===== src/rtl/fpu_pkg.sv =====
// Shared FPU definitions: format widths, exponent bias and the fp32 field layout.
package fpu_pkg;

  localparam int unsigned FP_BIAS   = 127;
  localparam int unsigned FP_EXP_W  = 8;
  localparam int unsigned FP_FRAC_W = 23;
  localparam int unsigned INT_W     = 32;
  localparam int unsigned LZ_W      = 5;
  localparam int unsigned EXP_PRE_W = 9;

  // IEEE-754 single-precision word {sign, exp, frac}
  typedef struct packed {
    logic                 sign;
    logic [FP_EXP_W-1:0]  exp;
    logic [FP_FRAC_W-1:0] frac;
  } fp32_t;

endpackage


===== src/rtl/lzc32.sv =====
// Combinational 32-bit leading-zero counter.
//   i_a        : operand
//   o_cnt      : number of leading zeros (0..31), 0 when i_a is all zero
//   o_all_zero : i_a == 0
module lzc32
  import fpu_pkg::*;
(
  input  logic [INT_W-1:0] i_a,
  output logic [LZ_W-1:0]  o_cnt,
  output logic             o_all_zero
);

  logic w_found;

  // Scan from the MSB; the first set bit fixes the count.
  always_comb begin
    o_cnt   = '0;
    w_found = 1'b0;
    for (int i = INT_W - 1; i >= 0; i--) begin
      if (!w_found && i_a[i]) begin
        o_cnt   = LZ_W'(INT_W - 1 - i);
        w_found = 1'b1;
      end
    end
  end

  assign o_all_zero = ~|i_a;

endmodule


===== src/rtl/itof.sv =====
// Three-stage pipelined 32-bit integer to IEEE-754 single converter,
// round-to-nearest-even, valid/ready on both sides.
//   clk, rst              : clock, asynchronous active-high reset
//   in_valid/in_ready/x   : operand handshake (in_ready is combinational)
//   out_valid/out_ready/y : result handshake, y = {sign, exp, frac}
module itof
  import fpu_pkg::*;
#(
  parameter bit SIGNED_IN = 1'b1
) (
  input  logic             clk,
  input  logic             rst,
  input  logic             in_valid,
  output logic             in_ready,
  input  logic [INT_W-1:0] x,
  output logic             out_valid,
  input  logic             out_ready,
  output logic [INT_W-1:0] y
);

  // Stage registers
  logic                  r_v1, r_v2, r_v3;
  logic                  r_sign1, r_sign2;
  logic [INT_W-1:0]      r_mag1;
  logic                  r_zero2;
  logic [INT_W-2:0]      r_norm2;
  logic [EXP_PRE_W-1:0]  r_exp2;
  fp32_t                 r_y3;

  // Load enables: a stage loads when it is empty or its content moves on
  logic w_en1, w_en2, w_en3;
  assign w_en3 = !r_v3 || out_ready;
  assign w_en2 = !r_v2 || w_en3;
  assign w_en1 = !r_v1 || w_en2;

  // Stage 1: sign / magnitude (-2^31 maps to 0x8000_0000 as unsigned)
  logic             w_sign1;
  logic [INT_W-1:0] w_mag1;
  assign w_sign1 = SIGNED_IN & x[INT_W-1];
  assign w_mag1  = w_sign1 ? (~x + INT_W'(1)) : x;

  // Stage 2: normalise; hidden bit norm[31] is dropped since it is implied
  logic [LZ_W-1:0]      w_lz;
  logic                 w_all_zero;
  logic [INT_W-2:0]     w_norm2;
  logic [EXP_PRE_W-1:0] w_exp2;

  lzc32 u_lzc (
    .i_a        (r_mag1),
    .o_cnt      (w_lz),
    .o_all_zero (w_all_zero)
  );

  assign w_norm2 = (INT_W-1)'(r_mag1 << w_lz);
  assign w_exp2  = EXP_PRE_W'(FP_BIAS + INT_W - 1) - EXP_PRE_W'(w_lz);

  // Stage 3: round to nearest even and pack
  logic [FP_FRAC_W-1:0] w_frac;
  logic                 w_guard, w_sticky, w_rnd;
  logic [FP_FRAC_W:0]   w_frac_inc;
  fp32_t                w_y3;

  assign w_frac     = r_norm2[INT_W-2 -: FP_FRAC_W];
  assign w_guard    = r_norm2[7];
  assign w_sticky   = |r_norm2[6:0];
  assign w_rnd      = w_guard & (w_sticky | w_frac[0]);
  assign w_frac_inc = {1'b0, w_frac} + (FP_FRAC_W+1)'(w_rnd);

  // Frac carry-out leaves frac all-zero and bumps the exponent
  always_comb begin
    w_y3 = '0;
    if (!r_zero2) begin
      w_y3.sign = r_sign2;
      w_y3.exp  = FP_EXP_W'(r_exp2 + EXP_PRE_W'(w_frac_inc[FP_FRAC_W]));
      w_y3.frac = w_frac_inc[FP_FRAC_W-1:0];
    end
  end

  // Pipeline registers; data loads only when the upstream slot holds a value
  always_ff @(posedge clk or posedge rst) begin
    if (rst) begin
      r_v1    <= 1'b0;
      r_v2    <= 1'b0;
      r_v3    <= 1'b0;
      r_sign1 <= 1'b0;
      r_mag1  <= '0;
      r_sign2 <= 1'b0;
      r_zero2 <= 1'b0;
      r_norm2 <= '0;
      r_exp2  <= '0;
      r_y3    <= '0;
    end else begin
      if (w_en1) r_v1 <= in_valid;
      if (w_en1 && in_valid) begin
        r_sign1 <= w_sign1;
        r_mag1  <= w_mag1;
      end
      if (w_en2) r_v2 <= r_v1;
      if (w_en2 && r_v1) begin
        r_sign2 <= r_sign1;
        r_zero2 <= w_all_zero;
        r_norm2 <= w_norm2;
        r_exp2  <= w_exp2;
      end
      if (w_en3) r_v3 <= r_v2;
      if (w_en3 && r_v2) r_y3 <= w_y3;
    end
  end

  assign in_ready  = w_en1;
  assign out_valid = r_v3;
  assign y         = r_y3;

endmodule


===== config.mk =====
export PLATFORM = sky130hd
export DESIGN_NAME = itof
export DESIGN_NICKNAME = d
export VERILOG_FILES = /design/src/rtl/fpu_pkg.sv /design/src/rtl/lzc32.sv /design/src/rtl/itof.sv
export SDC_FILE = /design/constraint.sdc
export NUM_CORES = 1
export LEC_CHECK = 0
export BUFFER_PORTS_ARGS = -buffer_cell sky130_fd_sc_hd__buf_2
export CORE_ASPECT_RATIO = 0.9
export CORE_UTILIZATION = 32
export DETAILED_ROUTE_END_ITERATION = 6
export GPL_ROUTABILITY_DRIVEN = 0
export PLACE_DENSITY = 0.58
export SKIP_CTS_REPAIR_TIMING = 1
export SYNTH_ARGS = -nofsm -noshare
export SYNTH_HDL_FRONTEND = slang
export SYNTH_SLANG_ARGS = --single-unit

===== constraint.sdc =====
create_clock -name clk -period 7.8 [get_ports clk]
set_clock_uncertainty 0.15 [all_clocks]
set_input_delay 0.39 -clock clk [delete_from_list [all_inputs] [get_ports clk]]
set_output_delay 0.39 -clock clk [all_outputs]
set_load 0.05 [all_outputs]

Word-level counts from Yosys, hierarchy flattened. Index checks and enable logic that the tools add are counted.

$add $sub $neg: 4. Order comparisons: 0. Reduce and logical (&&, ||, !) cells: 74. Bitwise gates (word level): 3. Eq/ne operators: 0. Shift operators: 1. Multipliers: 0. Div/mod/pow operators: 0. Mux-type cells: 64.

Operator list (count): 5-bit two-way mux (16); 32-bit two-way mux (2); 1-bit logical NOT (35); 1-bit logical AND (34); 32-bit by 1-bit adder with 32-bit output (second input constant) (1); 1-bit two-way mux (32); 4-bit two-way mux (8); 32-bit NOT (1); 32-bit OR reduction (1); 32-bit by 5-bit left shift with 31-bit output (1); 23-bit by 1-bit adder with 24-bit output (1); 3-bit two-way mux (4); 8-bit by 1-bit adder with 8-bit output (1); 8-bit by 5-bit subtractor with 8-bit output (first input constant) (1); 7-bit OR reduction (1); 2-bit two-way mux (2); 1-bit logical OR (3); 1-bit bitwise AND (1); 1-bit OR (1).

Register bits after elaboration: 109. Memory bits (writable): 0. Bits in latches: 0. Logic and storage cells: 158. Output and inout bits: 34. Bits of input ports: 36. Memories: 0. Bits in read-only memories: 0.

Depth between registers and ports, before layout. Gate-level depths: netlist of run 1.

Word-level depth: 95. Depth in mapped cells: 13. Gate-level depth less buffers: 12.

Modules after synthesis. A second synthesis of run 1 with hierarchy kept.

Cells, all modules: 791. Area total of the unflattened synthesis: 7275.7 um^2.

By module, submodules not included: itof (sequential area each 2727.6 um^2, cells an instance 714, area an instance 6786.5 um^2, instances 1); lzc32 (sequential area each 0.0 um^2, cells an instance 77, area an instance 489.2 um^2, instances 1).

Worst setup path before layout of run 1. Ideal clock, no wire load.

Path kind: register to register. From: register r_mag1[16]. To: register r_norm2[25]. Data arrival time: 2.941 ns. Stages on the path, launching flop included: 14. Setup time: 0.143 ns. Period minus slack after synthesis: 3.234 ns. Slack: 4.566 ns. Path buffers: 3. Required time: 7.507 ns. Cell sequence: dfrtp_1 -> buf_2 -> nor4_2 -> nand4_2 -> nor3_4 -> a31oi_1 -> a21oi_1 -> buf_4 -> buf_8 -> mux2i_1 -> mux2i_1 -> mux2_4 -> a222oi_1 -> o211ai_1.

Cells in the longest elaborated chain, start to end: 51. Elaborated cells between the ends (all ways): 67. Those cells by class: 1 x shift; 33 x mux; 33 x reduce/logical.

Ends and longest elaborated chain: from (decl) (line itof.sv:24) `logic [INT_W-1:0] r_mag1;`; from (signal assigned) (line itof.sv:96) `r_mag1 <= w_mag1;`; 1-bit logical AND (line lzc32.sv:20) `if (!w_found && i_a[i]) begin`; 1-bit two-way mux (line lzc32.sv:20); 1-bit logical NOT (line lzc32.sv:20); 1-bit logical AND (line lzc32.sv:20); 1-bit two-way mux (line lzc32.sv:20); 1-bit logical NOT (line lzc32.sv:20); 1-bit logical AND (line lzc32.sv:20); 1-bit two-way mux (line lzc32.sv:20); [... 35 more ...]; 1-bit two-way mux (line lzc32.sv:20); 1-bit logical NOT (line lzc32.sv:20); 1-bit logical AND (line lzc32.sv:20); 1-bit two-way mux (line lzc32.sv:20); 1-bit logical NOT (line lzc32.sv:20); 1-bit logical AND (line lzc32.sv:20); 5-bit two-way mux (line lzc32.sv:20); 32-bit by 5-bit left shift with 31-bit output * (line itof.sv:54) `assign w_norm2 = (INT_W-1)'(r_mag1 << w_lz);`; to (signal assigned) (line itof.sv:102) `r_norm2 <= w_norm2;`; to (decl) (line itof.sv:26) `logic [INT_W-2:0] r_norm2;`.

Mark *: on every way between the ends. The rest lies on a longest branch, timed or not. A chain may end at the register's enable or synchronous reset.

Worst setup path in the final report of run 1.
From: register r_mag1[23]. To: register r_norm2[28].

Cells in the longest elaborated chain, start to end: 72. Elaborated cells between the ends (all ways): 95. Those cells by class: 1 x shift; 47 x mux; 47 x reduce/logical.

Ends and longest elaborated chain (line): 1-bit logical AND (lzc32.sv:20); 1-bit two-way mux (lzc32.sv:20); 1-bit logical NOT (lzc32.sv:20); 1-bit logical AND (lzc32.sv:20); 1-bit two-way mux (lzc32.sv:20); 1-bit logical NOT (lzc32.sv:20); 1-bit logical AND (lzc32.sv:20); 1-bit two-way mux (lzc32.sv:20); [... 56 more ...]; 1-bit two-way mux (lzc32.sv:20); 1-bit logical NOT (lzc32.sv:20); 1-bit logical AND (lzc32.sv:20); 1-bit two-way mux (lzc32.sv:20); 1-bit logical NOT (lzc32.sv:20); 1-bit logical AND (lzc32.sv:20); 5-bit two-way mux (lzc32.sv:20); 32-bit by 5-bit left shift with 31-bit output * (itof.sv:54).

Marks and branches as above.

==> results.py, run 1 <==
metrics = {
    "floorplan": {
        "dieArea_sq_mm": 0.02318,
        "rows": 51,
        "coreArea_sq_mm": 0.02189,
        "die_h_um": 144.5,
        "die_w_um": 160.4,
        "pin_count": 70,
        "start_util_pct": 33.00,
    },
    "timing": {
        "rsz0062_at_grt": "false",
        "setup_slack_ns": 3.479,
        "worst_pin_slew_ns": 0.9907,
        "final_hold_viol_count": 0,
        "fmax_mhz": 231.4,
        "whs_ns": 0.08736,
        "maxSlewHeadroom_pct": 33.95,
        "min_period_over_period_pct": 55.40,
        "slew_viol_final": 0,
        "tns_ns": 0,
        "setup_viol": 0,
        "min_period_ns": 4.321,
    },
    "worst_setup_path": {
        "worstSetupEndpointType": "flip-flop",
        "cp_num_buf_inv": 1,
        "arrival_ns": 4.40,
        "critical_path.top_delay_family": "compound AO/OA/AOI/OAI gates",
        "cp.required_ns": 7.88,
        "cp_cell_sequence": "nor2_1 > o32ai_1 > a2111oi_0 > o21ai_0 > a21oi_4 > buf_4 > mux2i_1 > mux2i_1 > mux2_2 > mux2i_1 > o32ai_1",
        "crit_path_top_delay_cell": "a2111oi_0",
        "worstPathMaxFanout": 35,
        "crit_top_cell": "mux2i_1",
        "critPathLaunchType": "flip-flop",
        "path_class": "reg -> reg",
        "max_stage_delay_ns": 0.72,
    },
    "detailed_routing": {
        "drt-initial-drc-count": 729,
        "wl_per_cell_um": 16.75,
        "drc": 0,
        "vias": 6282,
        "drt-total-wl_um": 19340,
        "antenna_left": 0,
        "dr.pass1.iters": 5,
        "avgViaCountPerCell": 5.439,
    },
    "global_route": {
        "grt_overflow": 0,
        "grt_pass1_wl_um": 31720,
        "antenna_found_initial": 0,
        "grt_usage_pct": 17.15,
        "grt_max_degree": 79,
        "grt_pass1_vias": 5739,
    },
    "clocking": {
        "h-tree-depth": 3,
        "clk_pin_slew_worst_paths_ns": 0.08,
        "clkLatencyLatePin_ns": 0.36,
        "clock-sinks": 109,
        "cts_root_buffer": "clkbuf_16",
        "max-clock-path-buffers": 2,
        "numCtsBuffers": 9,
        "cts_tree": "yes",
    },
    "flow_run": {
        "cap_viol_max_count": 0,
    },
    "logic_synthesis": {
        "ys_ff_latch": 109,
        "synth.distinct_cells": 72,
        "ys_warn_count": 0,
        "synthArstFlopShare_pct": 100.0,
        "synth-main-ff-cell": "dfrtp_1",
        "yosysSeqAreaShare_pct": 37.76,
        "syn_avg_cell_area_sq_um": 8.841,
        "synth_cells": 817,
        "synth_fp_nets": 858,
        "synth_area_sq_mm": 0.007223,
        "synth_edf_count": 0,
    },
    "run_status": {
        "status": "complete, no violations",
    },
    "place": {
        "hpwlAfterDp_um": 14100,
        "pre_cts_ws_ns": 3.644,
        "io_buffer_count": 69,
    },
    "pwr": {
        "p_leak_nw": 3.487,
        "peakVddDrop_v": 0.0002392,
        "power_density_mw_per_mm2": 314.5,
        "p_total_mw": 2.537,
    },
    "hold_path": {
        "hp-class": "in -> reg",
    },
    "cells_and_area": {
        "final_util_pct": 36.85,
        "finalNetCount": 900,
        "fill_cells": 2272,
        "drive_gt1_share_pct": 14.47,
        "diodes": 0,
        "area_growth_pct": 11.68,
        "final_cell_mix": "nand2_1, dfrtp_1, o21ai_0, buf_2, mux2i_1",
        "final_common_cell": "nand2_1",
    },
}
## area by class of cell
class	instances	area [sq um]	area share, %
multi-input combinational	644	4203	52.10
sequential	109	2728	33.81
timing repair buffer	80	430.4	5.336
tap	291	364.1	4.514
clock buffer	10	229.0	2.839
inverter	15	58.81	0.7290
clock inverter	6	53.80	0.6670
## worst reg2reg max path, delay by kind of cell (launching register included)
| family | cells | cell delay, ns |
|---|---|---|
| AOI/OAI and AO/OA | 5 | 1.46 |
| muxes | 4 | 1.46 |
| DFF | 1 | 0.47 |
| buffers and inverters | 1 | 0.44 |
| and+or+nand+nor | 1 | 0.20 |
## state kept, by name (all words and copies together), names as in the netlist
signal,flops
r_mag1,32
r_sign1,1
y,32
r_v2,1
r_v1,1
r_zero2,1
r_norm2,31
r_sign2,1
r_exp2,8
out_valid,1
## cells in the mapped netlist, drive strengths merged, types with 9 or more instances
cell type / instances / area share (%)
mux2i: 66 / 9.2
nor3: 16 / 1.3
nand4: 12 / 1.1
or3: 10 / 0.87
inv: 15 / 0.78
dfrtp: 109 / 38
nand3: 24 / 1.7
nor2: 47 / 2.4
o31ai: 17 / 1.8
a21oi: 16 / 1.1
xor2: 45 / 5.5
nor4: 11 / 1.7
a22oi: 10 / 1.1
clkbuf: 29 / 1.5
nand2: 128 / 6.8
nand2b: 17 / 1.5
mux2: 9 / 1.5
o21ai: 101 / 7.0
xnor2: 14 / 1.7
buf: 20 / 1.9
## kinds of logic after synthesis
| kind of cell | synth area share [%] |
|---|---|
| AO/OA/AOI/OAI | 19.09 |
| XOR/XNOR | 7.154 |
| adder cells (fa/ha/maj) | 0.8661 |
| buffers and inverters | 4.244 |
| flip-flops | 37.76 |
| multiplexers | 10.76 |
| AND/OR/NAND/NOR | 20.13 |
## path summary, 6_finish.rpt
path | start | end | slack (ns) | depth (start not counted)
hold reg to reg | y[24]$_DFFE_PP0P_ | y[24]$_DFFE_PP0P_ | 0.32 | 2
setup / recovery | r_mag1[23]$_DFFE_PP0P_ | r_norm2[28]$_DFFE_PP0P_ | 3.48 | 11
min in group asynchronous | rst | y[28]$_DFFE_PP0P_ | 0.42 | 3
max in group asynchronous | rst | r_mag1[26]$_DFFE_PP0P_ | 5.75 | 4
hold / removal | in_valid | r_v1$_DFFE_PP0N_ | 0.09 | 2
setup reg to reg | r_mag1[23]$_DFFE_PP0P_ | r_norm2[28]$_DFFE_PP0P_ | 3.48 | 11
## per-layer routing
| metal | GRT usage [%] | wire [um] |
|---|---|---|
| met1 | 25.47 | 9765 |
| met5 | 0 | 0 |
| met2 | 24.83 | 7943 |
| met3 | 3.269 | 1246 |
| met4 | 5.263 | 386 |
## where the power goes
part / internal (mW) / switching (mW)
Clock: 0.224 / 0.231
Combinational: 0.382 / 0.762
Sequential: 0.743 / 0.196
## metrics by stage
step,cell area [sq um],instances
final,8066,1155
after CTS,8056,1154
after global placement,7774,1138
after floorplan,7223,817
after global routing,8066,1155
after detailed placement,7774,1138
No activity file was read; power rests on OpenSTA's default activity.
==> inputs of run 2 (changes only) <==
--- a/config.mk
+++ b/config.mk
@@ -10,7 +10,7 @@
 export CORE_UTILIZATION = 32
 export DETAILED_ROUTE_END_ITERATION = 6
 export GPL_ROUTABILITY_DRIVEN = 0
-export PLACE_DENSITY = 0.58
+export PLACE_DENSITY = 0.6
 export SKIP_CTS_REPAIR_TIMING = 1
 export SYNTH_ARGS = -nofsm -noshare
 export SYNTH_HDL_FRONTEND = slang
==> constraint.sdc (replaced) <==
create_clock -name clk -period 3.7 [get_ports clk]
set_clock_uncertainty 0.15 [all_clocks]
set_input_delay 0.185 -clock clk [delete_from_list [all_inputs] [get_ports clk]]
set_output_delay 0.185 -clock clk [all_outputs]
set_load 0.05 [all_outputs]
==> run 2 against run 1 <==
Net effect:
- the flow now finishes with violations (hold timing)
- highest routed layer unchanged
- clock power increased by 110%
- critical path depth unchanged
- critical endpoint is now r_norm2[23]$_DFFE_PP0P_
- global-route usage increased by 0.34 points
==> results.py, run 2 (synthesized netlist as in run 1, its figures left out) <==
metrics = {
    "run_status": {
        "status": "finished, violations left",
        "violations": "hold timing",
    },
    "pwr": {
        "peakVddDrop_v": 0.0003799,
        "p_int_mw": 3.031,
        "p_sw_share_pct": 46.05,
        "power_density_mw_per_mm2": 656.3,
        "comb_power_share_pct": 47.9,
        "p_total_mw": 5.619,
        "p_leak_nw": 3.735,
        "p_seq_share_pct": 35.0,
        "p_sw_mw": 2.588,
        "pwr-share-clk_pct": 17.1,
    },
    "clocking": {
        "cts_root_buffer": "clkbuf_16",
        "clk_pin_slew_worst_paths_ns": 0.08,
        "cts_tree": "yes",
        "clkLatencyLatePin_ns": 0.36,
        "clock-sinks": 109,
        "h-tree-depth": 3,
        "numCtsBuffers": 9,
        "max-clock-path-buffers": 2,
    },
    "worst_setup_path": {
        "critical_path.top_delay_family": "simple AND/OR/NAND/NOR gates",
        "crit_top_cell": "buf_4",
        "worstSetupEndpointType": "flip-flop",
        "arrival_ns": 3.59,
        "path_class": "reg -> reg",
        "cp_num_buf_inv": 2,
        "worstPathMaxFanout": 12,
        "max_stage_delay_ns": 0.49,
        "r2r_setup_slack_ns": 0.20,
        "critPathLaunchType": "flip-flop",
        "cp_cell_sequence": "nor4_4 > nand4_4 > nor3_4 > buf_4 > a32o_1 > a32o_4 > buf_4 > mux2i_1 > mux2_4 > a222oi_1 > nand2_1",
        "cp.required_ns": 3.79,
        "crit_path_top_delay_cell": "dfrtp_1",
    },
    "place": {
        "hpwlAfterDp_um": 14910,
        "dpl.cell_count": 1184,
        "io_buffer_count": 69,
        "pre_cts_ws_ns": 0.1607,
        "place_area_sq_mm": 0.008169,
    },
    "cells_and_area": {
        "finalNetCount": 949,
        "diodes": 0,
        "design_area_sq_mm": 0.008562,
        "area_growth_pct": 18.53,
        "fill_cells": 2236,
        "regArea_sq_mm": 0.002728,
        "final_util_pct": 39.12,
        "multi_input_area_sq_mm": 0.004269,
        "final_common_cell": "nand2_1",
        "final_cell_mix": "nand2_1, dfrtp_1, o21ai_0, buf_2, mux2i_1",
        "final_cells": 1203,
        "drive_gt1_share_pct": 19.85,
    },
    "detailed_routing": {
        "antenna_left": 0,
        "dr.pass1.iters": 5,
        "drt-initial-drc-count": 631,
        "wl_per_cell_um": 16.60,
        "avgViaCountPerCell": 5.401,
        "drt-total-wl_um": 19970,
        "drc": 0,
        "vias": 6497,
    },
    "timing": {
        "whs_ns": -0.02973,
        "worst_pin_slew_ns": 0.7070,
        "setup_viol": 0,
        "tns_ns": 0,
        "min_period_over_period_pct": 94.56,
        "maxSlewHeadroom_pct": 52.70,
        "final_hold_viol_count": 8,
        "setup_slack_ns": 0.2013,
        "min_period_ns": 3.499,
        "fmax_mhz": 285.8,
        "slew_viol_final": 0,
    },
    "global_route": {
        "grt_overflow": 0,
        "grt_usage_pct": 17.50,
        "grt_pass1_vias": 5996,
        "grt_max_degree": 51,
        "grt_pass1_wl_um": 32370,
        "antenna_found_initial": 0,
    },
    "floorplan": {
        "pin_count": 70,
        "dieArea_sq_mm": 0.02318,
        "rows": 51,
        "coreArea_sq_mm": 0.02189,
        "start_util_pct": 33.00,
        "die_w_um": 160.4,
        "die_h_um": 144.5,
    },
    "flow_run": {
        "cap_viol_max_count": 0,
    },
    "hold_path": {
        "hp-class": "in -> reg",
    },
}
==> run 2: cell types whose count changed in the layout (fill, tap and decap cells not counted), moves of 2 or more <==
cell           delta
clkinvlp_4        +2
buf_4            +42
buf_12            +4
mux2i_2           +3
dlygate4sd3_1     +2
mux2i_1           -4
a2111oi_0         -2
==> run 2: power by group through the flow <==
| stage | logic, mW | clock network, mW | registers [mW] |
|---|---|---|---|
| after floorplan | 1.38 | 0 | 2.36 |
| after global placement | 2.59 | 0 | 1.97 |
| after detailed placement | 2.61 | 0 | 1.98 |
| after CTS | 2.61 | 0.983 | 1.96 |
| after global routing | 2.89 | 1.02 | 2.03 |
| final | 2.69 | 0.963 | 1.97 |
==> run 2: metal layers <==
layer	routed length, um	vias to the layer above	track usage [%]
li1	-	3168	-
met1	10250	3067	25.99
met2	8337	231	26.20
met3	1040	31	2.524
met4	339	0	4.862
met5	0	-	0
==> run 2: final cells by class <==
class	count	area share (%)
clock buffers	9	2.630
clock inverters	6	0.7014
inverters	15	0.6868
multi-input cells	644	49.86
flip-flops and latches	109	31.86
well taps	291	4.253
repair buffers	129	10.01
==> run 2: worst paths after layout <==
check | endpoint | cells after the start | startpoint
worst max-delay path | r_norm2[23]$_DFFE_PP0P_ | 11 | r_mag1[27]$_DFFE_PP0P_
worst min-delay path | out_valid$_DFFE_PP0P_ | 3 | out_ready
worst max register to register | r_norm2[23]$_DFFE_PP0P_ | 11 | r_mag1[27]$_DFFE_PP0P_
worst min register to register | y[17]$_DFFE_PP0P_ | 2 | y[17]$_DFFE_PP0P_
max in group asynchronous | r_norm2[17]$_DFFE_PP0P_ | 4 | rst
min in group asynchronous | y[29]$_DFFE_PP0P_ | 3 | rst
==> run 2: tightest hold or removal path: stages <==
cell	delay, ns
buf_2	0.08
nand2b_1	0.11
nand2b_1	0.06
==> inputs of run 3 (changes only) <==
--- a/config.mk
+++ b/config.mk
@@ -7,10 +7,10 @@
 export LEC_CHECK = 0
 export BUFFER_PORTS_ARGS = -buffer_cell sky130_fd_sc_hd__buf_2
 export CORE_ASPECT_RATIO = 0.9
-export CORE_UTILIZATION = 32
+export CORE_UTILIZATION = 30
 export DETAILED_ROUTE_END_ITERATION = 6
 export GPL_ROUTABILITY_DRIVEN = 0
-export PLACE_DENSITY = 0.6
+export PLACE_DENSITY = 0.58
 export SKIP_CTS_REPAIR_TIMING = 1
 export SYNTH_ARGS = -nofsm -noshare
 export SYNTH_HDL_FRONTEND = slang
==> run 3 against run 2 <==
Net effect:
- largest power group unchanged
- routed wire length decreased by 0.76%
- the run ends with DRC, hold timing left
- die area increased by 6.6%
- worst setup slack got worse by 0.077 ns
==> results.py, run 3 (synthesized netlist as in run 1, its figures left out) <==
metrics = {
    "run_status": {
        "status": "finished, violations left",
        "violations": "DRC, hold timing",
    },
    "global_route": {
        "grt_pass1_wl_um": 32530,
        "grt_usage_pct": 16.69,
        "grt_max_degree": 68,
        "grt_overflow": 0,
        "antenna_found_initial": 0,
        "grt_pass1_vias": 6054,
    },
    "detailed_routing": {
        "avgViaCountPerCell": 5.278,
        "vias": 6371,
        "drt-total-wl_um": 19810,
        "dr.pass1.iters": 7,
        "drt-initial-drc-count": 638,
        "antenna_left": 0,
        "drc": 14,
        "wl_per_cell_um": 16.42,
    },
    "cells_and_area": {
        "finalNetCount": 941,
        "diodes": 0,
        "area_growth_pct": 17.82,
        "final_common_cell": "nand2_1",
        "drive_gt1_share_pct": 18.78,
        "final_cell_mix": "nand2_1, dfrtp_1, o21ai_0, buf_2, mux2i_1",
        "final_cells": 1207,
    },
    "worst_setup_path": {
        "cp_num_buf_inv": 1,
        "worstSetupEndpointType": "flip-flop",
        "critical_path.top_delay_family": "compound AO/OA/AOI/OAI gates",
        "worstPathMaxFanout": 9,
        "critPathLaunchType": "flip-flop",
        "max_stage_delay_ns": 0.46,
        "arrival_ns": 3.68,
        "path_class": "reg -> reg",
        "crit_path_top_delay_cell": "dfrtp_1",
        "cp_cell_sequence": "nor4_4 > buf_4 > nand2_1 > nor4b_2 > o311ai_1 > a22oi_2 > nand2_4 > a32o_1 > mux2i_2 > o32ai_1 > a211o_1",
        "cp.required_ns": 3.80,
    },
    "pwr": {
        "peakVddDrop_v": 0.0002589,
        "p_total_mw": 5.583,
        "p_int_mw": 2.999,
        "power_density_mw_per_mm2": 656.0,
        "pwr-share-clk_pct": 17.8,
        "p_sw_share_pct": 46.28,
        "comb_power_share_pct": 46.9,
        "p_leak_nw": 3.708,
        "p_seq_share_pct": 35.3,
        "p_sw_mw": 2.584,
    },
    "timing": {
        "setup_slack_ns": 0.1242,
        "final_hold_viol_count": 5,
        "slew_viol_final": 0,
        "min_period_over_period_pct": 96.64,
        "fmax_mhz": 279.7,
        "setup_viol": 0,
        "min_period_ns": 3.576,
        "worst_pin_slew_ns": 0.8428,
        "whs_ns": -0.01775,
        "maxSlewHeadroom_pct": 43.81,
        "tns_ns": 0,
    },
    "place": {
        "io_buffer_count": 69,
        "hpwlAfterDp_um": 14830,
        "dpl.cell_count": 1184,
        "pre_cts_ws_ns": 0.01931,
    },
    "clocking": {
        "cts_tree": "yes",
        "numCtsBuffers": 9,
        "max-clock-path-buffers": 2,
        "clkLatencyLatePin_ns": 0.36,
        "clock-sinks": 109,
        "clk_pin_slew_worst_paths_ns": 0.08,
        "cts_root_buffer": "clkbuf_16",
        "h-tree-depth": 3,
    },
    "floorplan": {
        "die_h_um": 149.2,
        "pin_count": 70,
        "die_w_um": 165.6,
        "rows": 53,
        "coreArea_sq_mm": 0.02348,
        "dieArea_sq_mm": 0.02470,
        "start_util_pct": 30.77,
    },
    "flow_run": {
        "cap_viol_max_count": 0,
    },
    "hold_path": {
        "hp-class": "in -> reg",
    },
}
[run 3: cell types whose count changed in the layout (fill, tap and decap cells not counted), sizes merged]
cell	delta
buf	-11
clkinvlp	-2
dlygate4sd3	+3
inv	+3
[run 3: area by class of cell]
| cell class | instances | area [sq um] |
|---|---|---|
| Fill cell | 2404 | 14960 |
| Multi-Input combinational cell | 644 | 4245 |
| Sequential cell | 109 | 2728 |
| Timing Repair Buffer | 121 | 800.8 |
| Tap cell | 302 | 377.9 |
| Clock buffer | 9 | 225.2 |
| Clock inverter | 7 | 75.07 |
| Inverter | 15 | 58.81 |
[run 3: final timing paths]
| check | from | end | slack [ns] | cells after the start |
|---|---|---|---|---|
| max in group asynchronous | rst | y[4]$_DFFE_PP0P_ | 2.19 | 4 |
| worst max-delay path | r_mag1[24]$_DFFE_PP0P_ | r_norm2[22]$_DFFE_PP0P_ | 0.12 | 11 |
| worst min register to register | y[8]$_DFFE_PP0P_ | y[8]$_DFFE_PP0P_ | 0.32 | 2 |
| worst max register to register | r_mag1[24]$_DFFE_PP0P_ | r_norm2[22]$_DFFE_PP0P_ | 0.12 | 11 |
| worst min-delay path | x[29] | r_mag1[29]$_DFFE_PP0P_ | -0.02 | 3 |
| min in group asynchronous | rst | y[28]$_DFFE_PP0P_ | 0.38 | 3 |
[run 3: tightest hold or removal path: cells and delay by family]
kind	cells	cell delay, ns
AO/OA/AOI/OAI	1	0.11
XOR/XNOR	1	0.07
buffers and inverters	1	0.09
[run 3: through the flow]
stage / util, % / area [sq um]
global route: 36.25 / 8511
CTS: 35.79 / 8401
floorplan: - / 7223
finish: 36.25 / 8511
detailed placement: 34.51 / 8100
global placement: 34.51 / 8100
[run 3: power by group through the flow]
stage	combinational, mW	sequential (mW)	clock, mW
final	2.62	1.97	0.995
after detailed placement	2.56	1.98	0
after global placement	2.55	1.97	0
after floorplan	1.38	2.36	0
after global routing	2.84	2.04	1.07
after CTS	2.56	1.96	1.02
[run 3: per-layer routing]
metal	track usage, %	part of all wire, %
met5	0	0
met4	5.773	2.4
met3	2.975	5.5
met2	23.25	40
met1	25.34	52
